<file path="src/rtl/poly_osc_pkg.sv">
// Shared constants, waveform mode encoding and the reusable shaping function
// for the synth oscillators.
package poly_osc_pkg;

  localparam int SYNTH_PHASE_ACC_BITS = 32;
  localparam int SYNTH_WIDTH          = 24;

  // Shaping is done on left-justified words so one function serves any width
  // up to this size; callers keep the top WIDTH bits of the result.
  localparam int SHAPE_BITS = 64;

  typedef enum logic [1:0] {
    PULSE = 2'd0,
    SAW   = 2'd1,
    TRI   = 2'd2,
    MUTE  = 2'd3
  } osc_mode_t;

  localparam logic [SYNTH_WIDTH-1:0] OSC_DEFAULT_DUTY = {1'b1, {(SYNTH_WIDTH-1){1'b0}}};

  function automatic logic [SHAPE_BITS-1:0] shape_sample(
    input logic [SHAPE_BITS-1:0] p,
    input osc_mode_t             mode,
    input logic [SHAPE_BITS-1:0] duty
  );
    logic [SHAPE_BITS-1:0] tri_fold;
    logic [SHAPE_BITS-1:0] result;
    result   = '0;
    tri_fold = p << 1;
    if (p[SHAPE_BITS-1]) begin
      tri_fold = ~tri_fold;
    end
    case (mode)
      PULSE: begin
        if (p < duty) begin
          result = {1'b0, {(SHAPE_BITS-1){1'b1}}};
        end else begin
          result = {1'b1, {(SHAPE_BITS-1){1'b0}}};
        end
      end
      SAW:     result = {~p[SHAPE_BITS-1], p[SHAPE_BITS-2:0]};
      TRI:     result = {~tri_fold[SHAPE_BITS-1], tri_fold[SHAPE_BITS-2:0]};
      default: result = '0;
    endcase
    return result;
  endfunction

endpackage

</file>
<file path="src/rtl/poly_osc_pipeline_ar.sv">
// Fixed-latency delay line with asynchronous active-high reset to zero.
module pipeline_ar #(
  parameter int DEPTH = 2,
  parameter int WIDTH = 8
) (
  input  logic             clk,
  input  logic             rst,
  input  logic [WIDTH-1:0] d,
  output logic [WIDTH-1:0] q
);

  generate
    if (DEPTH == 0) begin : g_bypass
      assign q = d;
    end else begin : g_delay
      for (genvar gi = 0; gi < DEPTH; gi++) begin : g_stage
        logic [WIDTH-1:0] q_stage;
        if (gi == 0) begin : g_head
          always_ff @(posedge clk or posedge rst) begin
            if (rst) begin
              q_stage <= '0;
            end else begin
              q_stage <= d;
            end
          end
        end else begin : g_tail
          always_ff @(posedge clk or posedge rst) begin
            if (rst) begin
              q_stage <= '0;
            end else begin
              q_stage <= g_stage[gi-1].q_stage;
            end
          end
        end
      end
      assign q = g_stage[DEPTH-1].q_stage;
    end
  endgenerate

endmodule

</file>
<file path="src/rtl/poly_osc.sv">
// Multi-waveform oscillator: one phase accumulator feeding pulse/saw/tri/mute
// shaping, with settings that only change at a period boundary.
module poly_osc
  import poly_osc_pkg::*;
#(
  parameter int ACC_BITS   = SYNTH_PHASE_ACC_BITS,
  parameter int WIDTH      = SYNTH_WIDTH,
  parameter int PIPE_DEPTH = 2
) (
  input  logic                    clk_in,
  input  logic                    rst_in,
  input  logic                    tick_in,
  input  logic [ACC_BITS-1:0]     phase_incr_in,
  input  osc_mode_t               mode_in,
  input  logic [WIDTH-1:0]        duty_in,
  input  logic                    sync_in,
  output logic signed [WIDTH-1:0] val_out,
  output logic                    wrap_out
);

  localparam logic [WIDTH-1:0] DEFAULT_DUTY = WIDTH'(1) << (WIDTH - 1);

  logic [ACC_BITS-1:0]   phase_acc_reg;
  logic                  wrap_flag_reg;
  osc_mode_t             active_mode_reg;
  logic [WIDTH-1:0]      active_duty_reg;

  logic [ACC_BITS:0]     phase_sum;
  logic                  wrap_event;
  logic [WIDTH-1:0]      phase_top;
  logic [SHAPE_BITS-1:0] phase_wide;
  logic [SHAPE_BITS-1:0] duty_wide;
  logic [SHAPE_BITS-1:0] shaped_wide;
  logic [WIDTH-1:0]      sample;
  logic [WIDTH:0]        pipe_in;
  logic [WIDTH:0]        pipe_out;

  // The adder carry marks the end of a period, including an exact landing on 0.
  assign phase_sum  = {1'b0, phase_acc_reg} + {1'b0, phase_incr_in};
  assign wrap_event = sync_in | (tick_in & phase_sum[ACC_BITS]);

  always_ff @(posedge clk_in or posedge rst_in) begin
    if (rst_in) begin
      phase_acc_reg   <= '0;
      wrap_flag_reg   <= 1'b0;
      active_mode_reg <= PULSE;
      active_duty_reg <= DEFAULT_DUTY;
    end else begin
      if (sync_in) begin
        phase_acc_reg <= '0;
      end else if (tick_in) begin
        phase_acc_reg <= phase_sum[ACC_BITS-1:0];
      end
      wrap_flag_reg <= wrap_event;
      if (wrap_event) begin
        active_mode_reg <= mode_in;
        active_duty_reg <= duty_in;
      end
    end
  end

  assign phase_top   = phase_acc_reg[ACC_BITS-1 -: WIDTH];
  assign phase_wide  = SHAPE_BITS'(phase_top) << (SHAPE_BITS - WIDTH);
  assign duty_wide   = SHAPE_BITS'(active_duty_reg) << (SHAPE_BITS - WIDTH);
  assign shaped_wide = shape_sample(phase_wide, active_mode_reg, duty_wide);
  assign sample      = WIDTH'(shaped_wide >> (SHAPE_BITS - WIDTH));
  assign pipe_in     = {wrap_flag_reg, sample};

  pipeline_ar #(
    .DEPTH (PIPE_DEPTH),
    .WIDTH (WIDTH + 1)
  ) u_pipe (
    .clk (clk_in),
    .rst (rst_in),
    .d   (pipe_in),
    .q   (pipe_out)
  );

  always_ff @(posedge clk_in or posedge rst_in) begin
    if (rst_in) begin
      val_out  <= '0;
      wrap_out <= 1'b0;
    end else begin
      val_out  <= pipe_out[WIDTH-1:0];
      wrap_out <= pipe_out[WIDTH];
    end
  end

endmodule

</file>
<file path="config.mk">
export PLATFORM = sky130hd
export DESIGN_NAME = poly_osc
export DESIGN_NICKNAME = d
export VERILOG_FILES = /design/src/rtl/poly_osc_pkg.sv /design/src/rtl/poly_osc_pipeline_ar.sv /design/src/rtl/poly_osc.sv
export SDC_FILE = /design/constraint.sdc
export NUM_CORES = 1
export LEC_CHECK = 0
export ABC_AREA = 1
export BUFFER_PORTS_ARGS = -buffer_cell sky130_fd_sc_hd__buf_2
export CAP_MARGIN = 25
export CELL_PAD_IN_SITES_DETAIL_PLACEMENT = 1
export CELL_PAD_IN_SITES_GLOBAL_PLACEMENT = 1
export CORE_UTILIZATION = 47
export DETAILED_ROUTE_END_ITERATION = 8
export PLACE_DENSITY = 0.89
export SYNTH_ARGS = -nofsm -noshare
export SYNTH_HDL_FRONTEND = slang
export SYNTH_SLANG_ARGS = --single-unit
</file>
<file path="constraint.sdc">
create_clock -name clk_in -period 8.5 [get_ports clk_in]
set_input_delay 0.425 -clock clk_in [delete_from_list [all_inputs] [get_ports clk_in]]
set_output_delay 0.425 -clock clk_in [all_outputs]
set_load 0.05 [all_outputs]
</file>
==> out/qor.csv, run 1 <==
metric,value,unit
dp_hpwl,17800,um
htreeDepth,4,
synth_enable_flop_cells,0,
crit_fanout,23,
required,8.83,ns
skew,0.0129,ns
post_cts_buffers,0,
fmax,363,MHz
yosys_register_bits,134,
placed_area,0.00865,mm2
synth_nets,1196,
ys_warn_count,0,
initial_utilization,0.483,
tns,0,ns
grt_max_degree,73,
setup_viol,0,
dr.pass1.iters,5,
gr-total-overflow,0,
vias,7301,
cts_hold_buf,0,
slowest_stage,nand3_1,
die_w,133,um
critPathArrivalTime,3.09,ns
finalInstanceArea,0.00924,mm2
dr.first_iter.drc_count,420,
grt_pass1_vias,7698,
cts_tree,done,
syn_to_final_growth,15.0,%
routabilityCongestion,0.904,
post-route-period-util,0.324,
routed_via_density,5.22,
num_rows,47,
cts_max_path_buffers,2,
fp.dieH,133,um
wl_met3,793,um
seq_area,0.00335,mm2
cts_root_buffer,clkbuf_16,
wl_per_cell,16.9,um
endpoint_kind,flip-flop,
p_per_area,375,mW/mm2
maxCapViolCount,0,
status,finished clean,
fillCellCount,2134,
gr-usage-all-layers,0.287,
multiInputGateArea,0.00381,mm2
wl_met2,11900,um
wl_met1,10000,um
grt_pass1_wl,38800,um
nNetsFinal,1284,
layout_common_cells,"nand2_1 (383), inv_1 (181), dfrtp_1 (133), buf_2 (86), nand3_1 (74)",
n_antenna_cell,0,
p_leak,5.26,nW
largest_reg_flops,32,
start_kind,flip-flop,
yosys-top-cells-area,"dfrtp_1 (41%), nand2_1 (18%), ha_1 (8.6%)",
die_area,0.0176,mm2
cts_inserted_buffers,17,
min_period,2.76,ns
mostFrequentLayoutCell,nand2_1,
clock_latency,0.44,ns
drtAntennaViolNets,0,
cts.sinks,134,
max_slew_margin,0.363,
maxSlewViolCount,0,
top_layer,met4,
port_buffers,86,
synth_area_per_cell,7.45,um2
synth_top_area_share,0.414,
holdWs,0.142,ns
worstHoldPathType,primary input to async pin,
syn_inst,1078,
synth_top_flop_cell,dfrtp_1,
coreArea,0.0166,mm2
drcViolationCount,0,
post_cts_resized,0,
synth_area,0.00804,mm2
top_level_ports,87,
crit_chain,ha_1 > a21oi_1 > o21ai_0 > nand2_1 > nand3_1 > a21oi_1 > nand3_1 > nand2_1,
wl,23700,um
hold_violations,0,
clkTransAtPathRegs,0.06,ns
critPathMaxStageDelay,0.76,ns
yosysTopAreaCell,dfrtp_1,
max_slew.worst_pin.slew,0.953,ns
ys_types,44,
seq_area_frac_synth,0.417,
antenna_found_initial,0,
vdd_drop_max,0.226,mV
rsz0062_at_grt,false,
synthArstFlopShare,1.00,
worstSetupPathType,flip-flop to flip-flop,
drive_gt1_frac,0.163,
logic make-up (layout without fill, tap and decap cells):
| group | Yosys count | in the layout | share of synthesized area |
|---|---|---|---|
| AND/OR/NAND/NOR | 571 | 571 | 0.307 |
| buffers and inverters | 221 | 322 | 0.109 |
| flip-flops | 134 | 134 | 0.417 |
| AO/OA/AOI/OAI | 93 | 93 | 0.0755 |
| adder cells (fa/ha/maj) | 56 | 56 | 0.0881 |
| XOR/XNOR | 3 | 3 | 0.00327 |
power by group:
group | internal, mW | switching, mW
logic | 0.496 | 1.10
clock network | 0.444 | 0.305
registers | 0.924 | 0.189
total | 1.86 | 1.60
Yosys cell counts, types with 2 or more instances:
library cell	number
a21oi_1	31
a21oi_2	2
a32o_1	23
and2_1	2
buf_12	2
buf_2	4
buf_4	2
clkbuf_1	13
clkinv_1	2
dfrtp_1	133
ha_1	55
inv_1	182
inv_2	14
nand2_1	383
nand2_2	25
nand2_4	2
nand2_8	2
nand3_1	74
nand3b_1	3
nor2_1	51
nor2_2	2
nor2_4	5
nor3_1	2
o21ai_0	26
o21ai_1	3
o21bai_1	2
or2_1	2
or2_2	14
xnor2_1	2
metal layers:
metal  up-vias  GRT usage
li1       3515          -
met1      3557      0.343
met2       170      0.501
met3        59     0.0471
met4         0      0.144
met5         -          0
per-stage QoR:
stage	setup slack [ns]	instances	utilization	power [mW]
floorplan	4.49	1078	-	2.24
global placement	5.98	1367	0.520	2.59
detailed placement	5.82	1367	0.520	2.70
CTS	5.80	1399	0.555	3.48
global route	5.55	1399	0.555	3.70
finish	5.74	1399	0.555	3.46
path summary, 6_finish.rpt:
path	start	to	slack [ns]	cells past startpoint
min in group clk_in	duty_in[16]	active_duty_reg[16]	0.22	3
worst min register to register	u_pipe.q[3]	val_out[3]	0.35	0
worst max register to register	phase_acc_reg[19]	u_pipe.g_delay.g_stage[0].q_stage[6]	5.74	8
worst max-delay path	phase_acc_reg[19]	u_pipe.g_delay.g_stage[0].q_stage[6]	5.74	8
worst min-delay path	rst_in	val_out[0]	0.14	2
max in group asynchronous	rst_in	active_duty_reg[9]	6.95	3
critical path, delay by kind of cell (launching register included):
kind | cells | cell delay [ns]
compound gates | 3 | 0.56
flops | 1 | 0.48
fa+ha+maj | 1 | 0.39
simple gates | 4 | 1.21
cell type report:
class | instances | share of cell area
Multi-Input combinational cell | 723 | 0.412
Timing Repair Buffer | 91 | 0.0506
Tap cell | 220 | 0.0298
Clock buffer | 20 | 0.0483
Clock inverter | 12 | 0.0154
Inverter | 199 | 0.0812
Sequential cell | 134 | 0.363
(Power assumes the default switching activity.)
==> run 2, diff against run 1 <==
--- a/config.mk
+++ b/config.mk
@@ -10,9 +10,9 @@
 export CAP_MARGIN = 25
 export CELL_PAD_IN_SITES_DETAIL_PLACEMENT = 1
 export CELL_PAD_IN_SITES_GLOBAL_PLACEMENT = 1
-export CORE_UTILIZATION = 47
+export CORE_UTILIZATION = 44
 export DETAILED_ROUTE_END_ITERATION = 8
-export PLACE_DENSITY = 0.89
+export PLACE_DENSITY = 0.84
 export SYNTH_ARGS = -nofsm -noshare
 export SYNTH_HDL_FRONTEND = slang
 export SYNTH_SLANG_ARGS = --single-unit
==> constraint.sdc (replaced) <==
create_clock -name clk_in -period 2.55 [get_ports clk_in]
set_input_delay 0.1275 -clock clk_in [delete_from_list [all_inputs] [get_ports clk_in]]
set_output_delay 0.1275 -clock clk_in [all_outputs]
set_load 0.05 [all_outputs]
==> out/qor.csv, run 2 (synthesis results as in run 1) <==
metric,value,unit,change
gr-total-overflow,0,,unchanged
grt_pass1_vias,8003,,+4.0%
worstHoldPathType,primary input to flip-flop,,
drcViolationCount,0,,unchanged
cts.sinks,134,,unchanged
endpoint_kind,flip-flop,,
gr-usage-all-layers,0.290,,+0.00222
antenna_found_initial,0,,unchanged
crit_chain,ha_2 > inv_1 > fa_1 > inv_1 > nand3_1 > nand3_2 > nand2_2 > nand2_4 > nand2_2 > nand2_2 > nand2_4 > nand2_8 > nand2_4 > nand2_2 > nand2_2,,
fp.dieH,137,um,+3.3%
max_slew_margin,0.474,,+0.111
cts_root_buffer,clkbuf_16,,
crit_family,simple AND/OR/NAND/NOR gates,,
skew,0.0250,ns,+0.0121 ns
required,2.87,ns,-5.96 ns
nNetsFinal,1328,,+3.4%
maxCapViolCount,0,,unchanged
worstSetupPathType,flip-flop to flip-flop,,
maxSlewViolCount,0,,unchanged
routabilityCongestion,0.853,,-5.6%
post-route-period-util,0.945,,+0.621
top_level_ports,87,,unchanged
critPathMaxStageDelay,0.39,ns,-0.37 ns
dr.pass1.iters,5,,unchanged
htreeDepth,4,,unchanged
num_rows,49,,+4.3%
grt_pass1_wl,40700,um,+4.8%
fmax,415,MHz,+14%
n_antenna_cell,0,,unchanged
port_buffers,86,,unchanged
slowest_stage,fa_1,,
die_w,137,um,+3.3%
coreArea,0.0179,mm2,+7.6%
grt_max_degree,72,,-1.4%
wl_per_cell,17.7,um,+4.6%
vdd_drop_max,0.677,mV,+200%
layout_common_cells,"nand2_1 (383), inv_1 (181), dfrtp_1 (133), buf_2 (86), nand3_1 (74)",,
crit_fanout,14,,-39%
vias,7489,,+2.6%
tns,0,ns,unchanged
finalInstanceArea,0.00972,mm2,+5.1%
p_leak,5.48,nW,+4.1%
clkTransAtPathRegs,0.06,ns,about the same
rsz0062_at_grt,false,,
max_slew.worst_pin.slew,0.788,ns,-0.164 ns
largest_reg_flops,32,,unchanged
p_per_area,1240,mW/mm2,+230%
post_cts_buffers,0,,unchanged
wl,25700,um,+8.6%
min_period,2.41,ns,-0.346 ns
clock_latency,0.43,ns,about the same
setup_viol,0,,unchanged
dr.first_iter.drc_count,490,,+17%
mostFrequentLayoutCell,nand2_1,,
cts_tree,done,,
crit_top_cell,nand2_2,,
hold_violations,0,,unchanged
syn_to_final_growth,20.9,%,
drtAntennaViolNets,0,,unchanged
placed_area,0.00880,mm2,+1.7%
drive_gt1_frac,0.173,,+0.00968
initial_utilization,0.449,,-0.0340
final_cells,1452,,+3.8%
cts_inserted_buffers,17,,unchanged
die_area,0.0188,mm2,+6.7%
critPathArrivalTime,2.72,ns,-0.37 ns
start_kind,flip-flop,,
routed_via_density,5.16,,-1.2%
r2r_slack,0.14,ns,-5.60 ns
cts_max_path_buffers,2,,unchanged
dp_hpwl,17900,um,+0.66%
worst-path-buf-inv,2,,+2
dp.cells,1391,,+1.8%
status,finished clean,,
## run 2: area by class of cell
cell class,instances,area [um2]
Fill cell,2313,8180
Clock buffer,18,429
Multi-Input combinational cell,724,3820
Sequential cell,134,3350
Timing Repair Buffer,134,890
Clock inverter,14,184
Inverter,199,752
Tap cell,229,287
## run 2: worst register-to-register path, cell delays in order, from the launching register on
cell	delay, ns
dfrtp_1	0.36
ha_2	0.22
inv_1	0.06
fa_1	0.39
inv_1	0.11
nand3_1	0.09
nand3_2	0.12
nand2_2	0.07
nand2_4	0.09
nand2_2	0.07
nand2_2	0.11
nand2_4	0.08
nand2_8	0.16
nand2_4	0.20
nand2_2	0.11
nand2_2	0.06
## run 2: per-stage QoR
step,worst slack (ns),hold slack [ns],power (mW),utilization
2_1_floorplan,0.488,0.223,7.47,-
3_3_place_gp,0.298,0.123,8.77,0.492
3_5_place_dp,0.200,0.122,9.10,0.492
4_1_cts,0.0929,0.00563,12.0,0.541
5_1_grt,0.0147,0.121,12.8,0.543
6_report,0.141,0.0934,12.0,0.543
## run 2: layer usage
| metal | routed length [um] | part of all wire | GRT usage |
|---|---|---|---|
| met1 | 10700 | 0.41 | 0.335 |
| met2 | 13500 | 0.53 | 0.528 |
| met3 | 853 | 0.033 | 0.0444 |
| met4 | 685 | 0.027 | 0.120 |
| met5 | 0 | 0 | 0 |
## run 2: power breakdown
part / internal [mW] / switching [mW]
Clock: 1.57 / 1.07
Sequential: 3.08 / 0.560
Combinational: 1.81 / 3.92
## run 2: timing repair
| item | 4_1_cts | 5_1_grt |
|---|---|---|
| hold endpoints to repair | 38 | 1 |
| resized for setup | 0 | 3 |
| endpoints found under the setup margin | 0 | 24 |
| hold buffers | 27 | 1 |
## run 2: worst paths after layout
check | from | endpoint | cells after the start
worst min-delay path | phase_incr_in[0] | phase_acc_reg[0] | 3
max in group asynchronous | rst_in | active_duty_reg[23] | 4
worst min register to register | u_pipe.q[2] | val_out[2] | 0
worst max register to register | phase_acc_reg[0] | active_mode_reg[1] | 15
min in group asynchronous | rst_in | u_pipe.q[1] | 3
worst max-delay path | phase_acc_reg[0] | active_mode_reg[1] | 15
==> run 3, diff against run 2 <==
--- a/config.mk
+++ b/config.mk
@@ -5,14 +5,15 @@
 export SDC_FILE = /design/constraint.sdc
 export NUM_CORES = 1
 export LEC_CHECK = 0
-export ABC_AREA = 1
 export BUFFER_PORTS_ARGS = -buffer_cell sky130_fd_sc_hd__buf_2
 export CAP_MARGIN = 25
 export CELL_PAD_IN_SITES_DETAIL_PLACEMENT = 1
 export CELL_PAD_IN_SITES_GLOBAL_PLACEMENT = 1
-export CORE_UTILIZATION = 44
+export CORE_MARGIN = 2
+export CORE_UTILIZATION = 46
 export DETAILED_ROUTE_END_ITERATION = 8
-export PLACE_DENSITY = 0.84
+export PLACE_DENSITY = 0.82
 export SYNTH_ARGS = -nofsm -noshare
 export SYNTH_HDL_FRONTEND = slang
 export SYNTH_SLANG_ARGS = --single-unit
+export TNS_END_PERCENT = 5
==> out/qor.csv, run 3 <==
metric,value,unit,change
grt_max_degree,47,,-35%
nNetsFinal,916,,-31%
crit_top_cell,buf_12,,
synth_area_per_cell,11.4,um2,+53%
post-route-period-util,1.19,,+0.250
rsz0062_at_grt,true,,
cts_root_buffer,clkbuf_16,,
p_switching,3.33,mW,-40%
synth_enable_flop_cells,0,,unchanged
yosys-top-cells-area,"dfrtp_1 (48%), ha_1 (10%), xor2_1 (4.1%)",,
wl_met1,9350,um,-12%
endpoint,active_duty_reg[6],,
synth_top_family_by_area,compound AO/OA/AOI/OAI gates,,
p_clk_frac,0.285,,+0.065
swShare,0.383,,-0.0790
cts_max_path_buffers,2,,unchanged
min_period,3.05,ns,+0.637 ns
synth-compound-area-share,0.160,,+0.0850
combinationalPowerShare,0.377,,-0.100
top_level_ports,87,,unchanged
synthMuxAreaShare,0.0744,,+0.0744
die_w,126,um,-7.8%
worstHoldPathType,primary input to flip-flop,,
n_antenna_cell,0,,unchanged
maxSlewViolCount,0,,unchanged
tns,-18.14,ns,-18.14 ns
wl,24300,um,-5.7%
layout_common_cells,"dfrtp_1 (133), buf_2 (86), buf_4 (81), ha_1 (49), nor2_1 (45)",,
die_area,0.0160,mm2,-15%
synthArstFlopShare,1.00,,unchanged
critPathMaxStageDelay,0.36,ns,-0.03 ns
yosysTopAreaCell,dfrtp_1,,
start_kind,flip-flop,,
clkTransAtPathRegs,0.07,ns,about the same
worstSetupPathType,flip-flop to flip-flop,,
synth-simple-area-share,0.0753,,-0.231
antenna_found_initial,0,,unchanged
yosysMostFrequentCell,dfrtp_1,,
drcViolationCount,0,,unchanged
crit_chain,ha_2 > inv_2 > fa_2 > nor2b_4 > o31ai_4 > a211o_2 > nand2_2 > a41o_1 > a221oi_2 > a21oi_2 > a31oi_4 > buf_12 > buf_12 > mux2_1,,
synthXorXnorAreaFrac,0.0635,,+0.0603
slowest_stage,dfrtp_1,,
maxCapViolCount,0,,unchanged
required,2.86,ns,about the same
seq_area_frac_synth,0.487,,+0.0693
synth_nets,724,,-39%
hold_violations,0,,unchanged
htreeDepth,4,,unchanged
gr-usage-all-layers,0.304,,+0.0146
wl_per_cell,24.4,um,+38%
critPathArrivalTime,3.36,ns,+0.64 ns
routed_via_density,5.90,,+14%
wl_met2,12400,um,-8.0%
wl_met3,1330,um,+56%
grt_pass1_wl,37000,um,-9.0%
routabilityCongestion,0.856,,+0.29%
fmax,328,MHz,-21%
clock_latency,0.43,ns,about the same
r2r_slack,-0.50,ns,-0.64 ns
crit_fanout,9,,-5
synth_top_area_share,0.483,,+0.0687
drive_gt1_frac,0.308,,+0.136
place_ws,-0.493,ns,-0.693 ns
r2r_start,phase_acc_reg[0],,
ys_types,61,,+39%
vdd_drop_max,0.450,mV,-33%
vias,5870,,-22%
status,"complete, but fails checks",,
max_slew.worst_pin.slew,0.644,ns,-0.144 ns
ys_warn_count,0,,unchanged
cts.sinks,134,,unchanged
p_seq_frac,0.338,,+0.035
internal_power,5.35,mW,-17%
skew,0.00953,ns,-0.0155 ns
crit_path_start,phase_acc_reg[0],,
port_buffers,86,,unchanged
syn_to_final_growth,33.7,%,
dr.pass1.iters,5,,unchanged
initial_utilization,0.472,,+0.0236
report.power.total,8.68,mW,-28%
fin_ws,-0.496,ns,-0.637 ns
dr.first_iter.drc_count,368,,-25%
synth_area,0.00689,mm2,-14%
cts_tree,done,,
r2r_end,active_duty_reg[6],,
violations,negative setup slack,,
largest_reg_flops,32,,unchanged
synthTopCellsByCount,"dfrtp_1 (133), ha_1 (55), nor2_1 (45), inv_1 (36), xor2_1 (32)",,
mostFrequentLayoutCell,dfrtp_1,,
dp_hpwl,14000,um,-22%
top_layer,met4,,
yosys_register_bits,134,,unchanged
coreArea,0.0146,mm2,-19%
setup_viol,63,,+63
cts_inserted_buffers,17,,unchanged
drtAntennaViolNets,0,,unchanged
gr-total-overflow,0,,unchanged
synth_top_flop_cell,dfrtp_1,,
grt_pass1_vias,6611,,-17%
p_leak,4.77,nW,-13%
ff2ff_path_depth,14,,-1
endpoint_kind,flip-flop,,
num_rows,44,,-10%
fp.dieH,126,um,-7.8%
syn_inst,606,,-44%
synthAdderAreaFrac,0.103,,+0.0146
p_per_area,942,mW/mm2,-24%
max_slew_margin,0.570,,+0.0958
-- run 3: final cells by class --
cell class / count / area [um2]
clock buffer: 18 / 439
clock inverter: 14 / 140
fill: 1530 / 5380
inverter: 36 / 139
multi-input combinational: 409 / 3480
sequential: 134 / 3350
tap: 184 / 230
timing repair buffer: 200 / 1430
-- run 3: kinds of logic (layout without fill, tap and decap cells) --
group / count (synthesis) / after routing
muxes: 48 / 48
adders and majority gates: 56 / 56
DFF: 134 / 134
buffers and inverters: 63 / 268
AOI/OAI and AO/OA: 149 / 149
xor gates and xnor gates: 50 / 50
and+or+nand+nor: 106 / 106
-- run 3: critical path, delay by kind of cell (launching register included) --
kind / cells / cell delay (ns)
simple gates: 2 / 0.24
mux: 1 / 0.33
buf+inv: 3 / 0.35
compound gates: 6 / 1.06
flops: 1 / 0.36
fa+ha+maj: 2 / 0.56
-- run 3: stage by stage --
step,std cells,hold slack [ns],area [um2],util
finish,995,0.0903,9210,0.631
global route,995,0.114,9210,0.631
CTS,991,0.0309,9080,0.623
detailed placement,931,0.238,8100,0.555
global placement,931,0.217,8100,0.555
floorplan,606,0.259,6900,-
-- run 3: power by group through the flow --
stage                     registers, mW  clock network, mW  logic, mW
after detailed placement           2.93                  0       2.85
after global placement             2.88                  0       2.69
after floorplan                    3.34                  0       1.41
after CTS                          2.92               2.47       3.03
after global routing               2.98               2.57       3.46
final                              2.94               2.47       3.27
-- run 3: worst min path at each step --
stage,cells after the start,startpoint,to
2_1_floorplan,1,duty_in[0],active_duty_reg[0]
3_3_place_gp,2,rst_in,val_out[17]
3_5_place_dp,2,rst_in,val_out[17]
4_1_cts,4,sync_in,phase_acc_reg[29]
5_1_grt,4,sync_in,phase_acc_reg[29]
6_report,4,sync_in,phase_acc_reg[29]
-- run 3: what timing repair did --
item                       in CTS  in global routing
pin swaps                       2                  5
cloned                          0                  1
resized for setup              26                 12
setup endpoints to repair      65                 66
hold endpoints to repair       51                  0
hold buffers                   27                  0
setup buffers                   1                  3
-- run 3: layer usage --
layer	vias to the layer above	GRT usage
met4	0	0.163
met3	92	0.0662
met1	2936	0.357
li1	2569	-
met5	-	0
met2	273	0.521
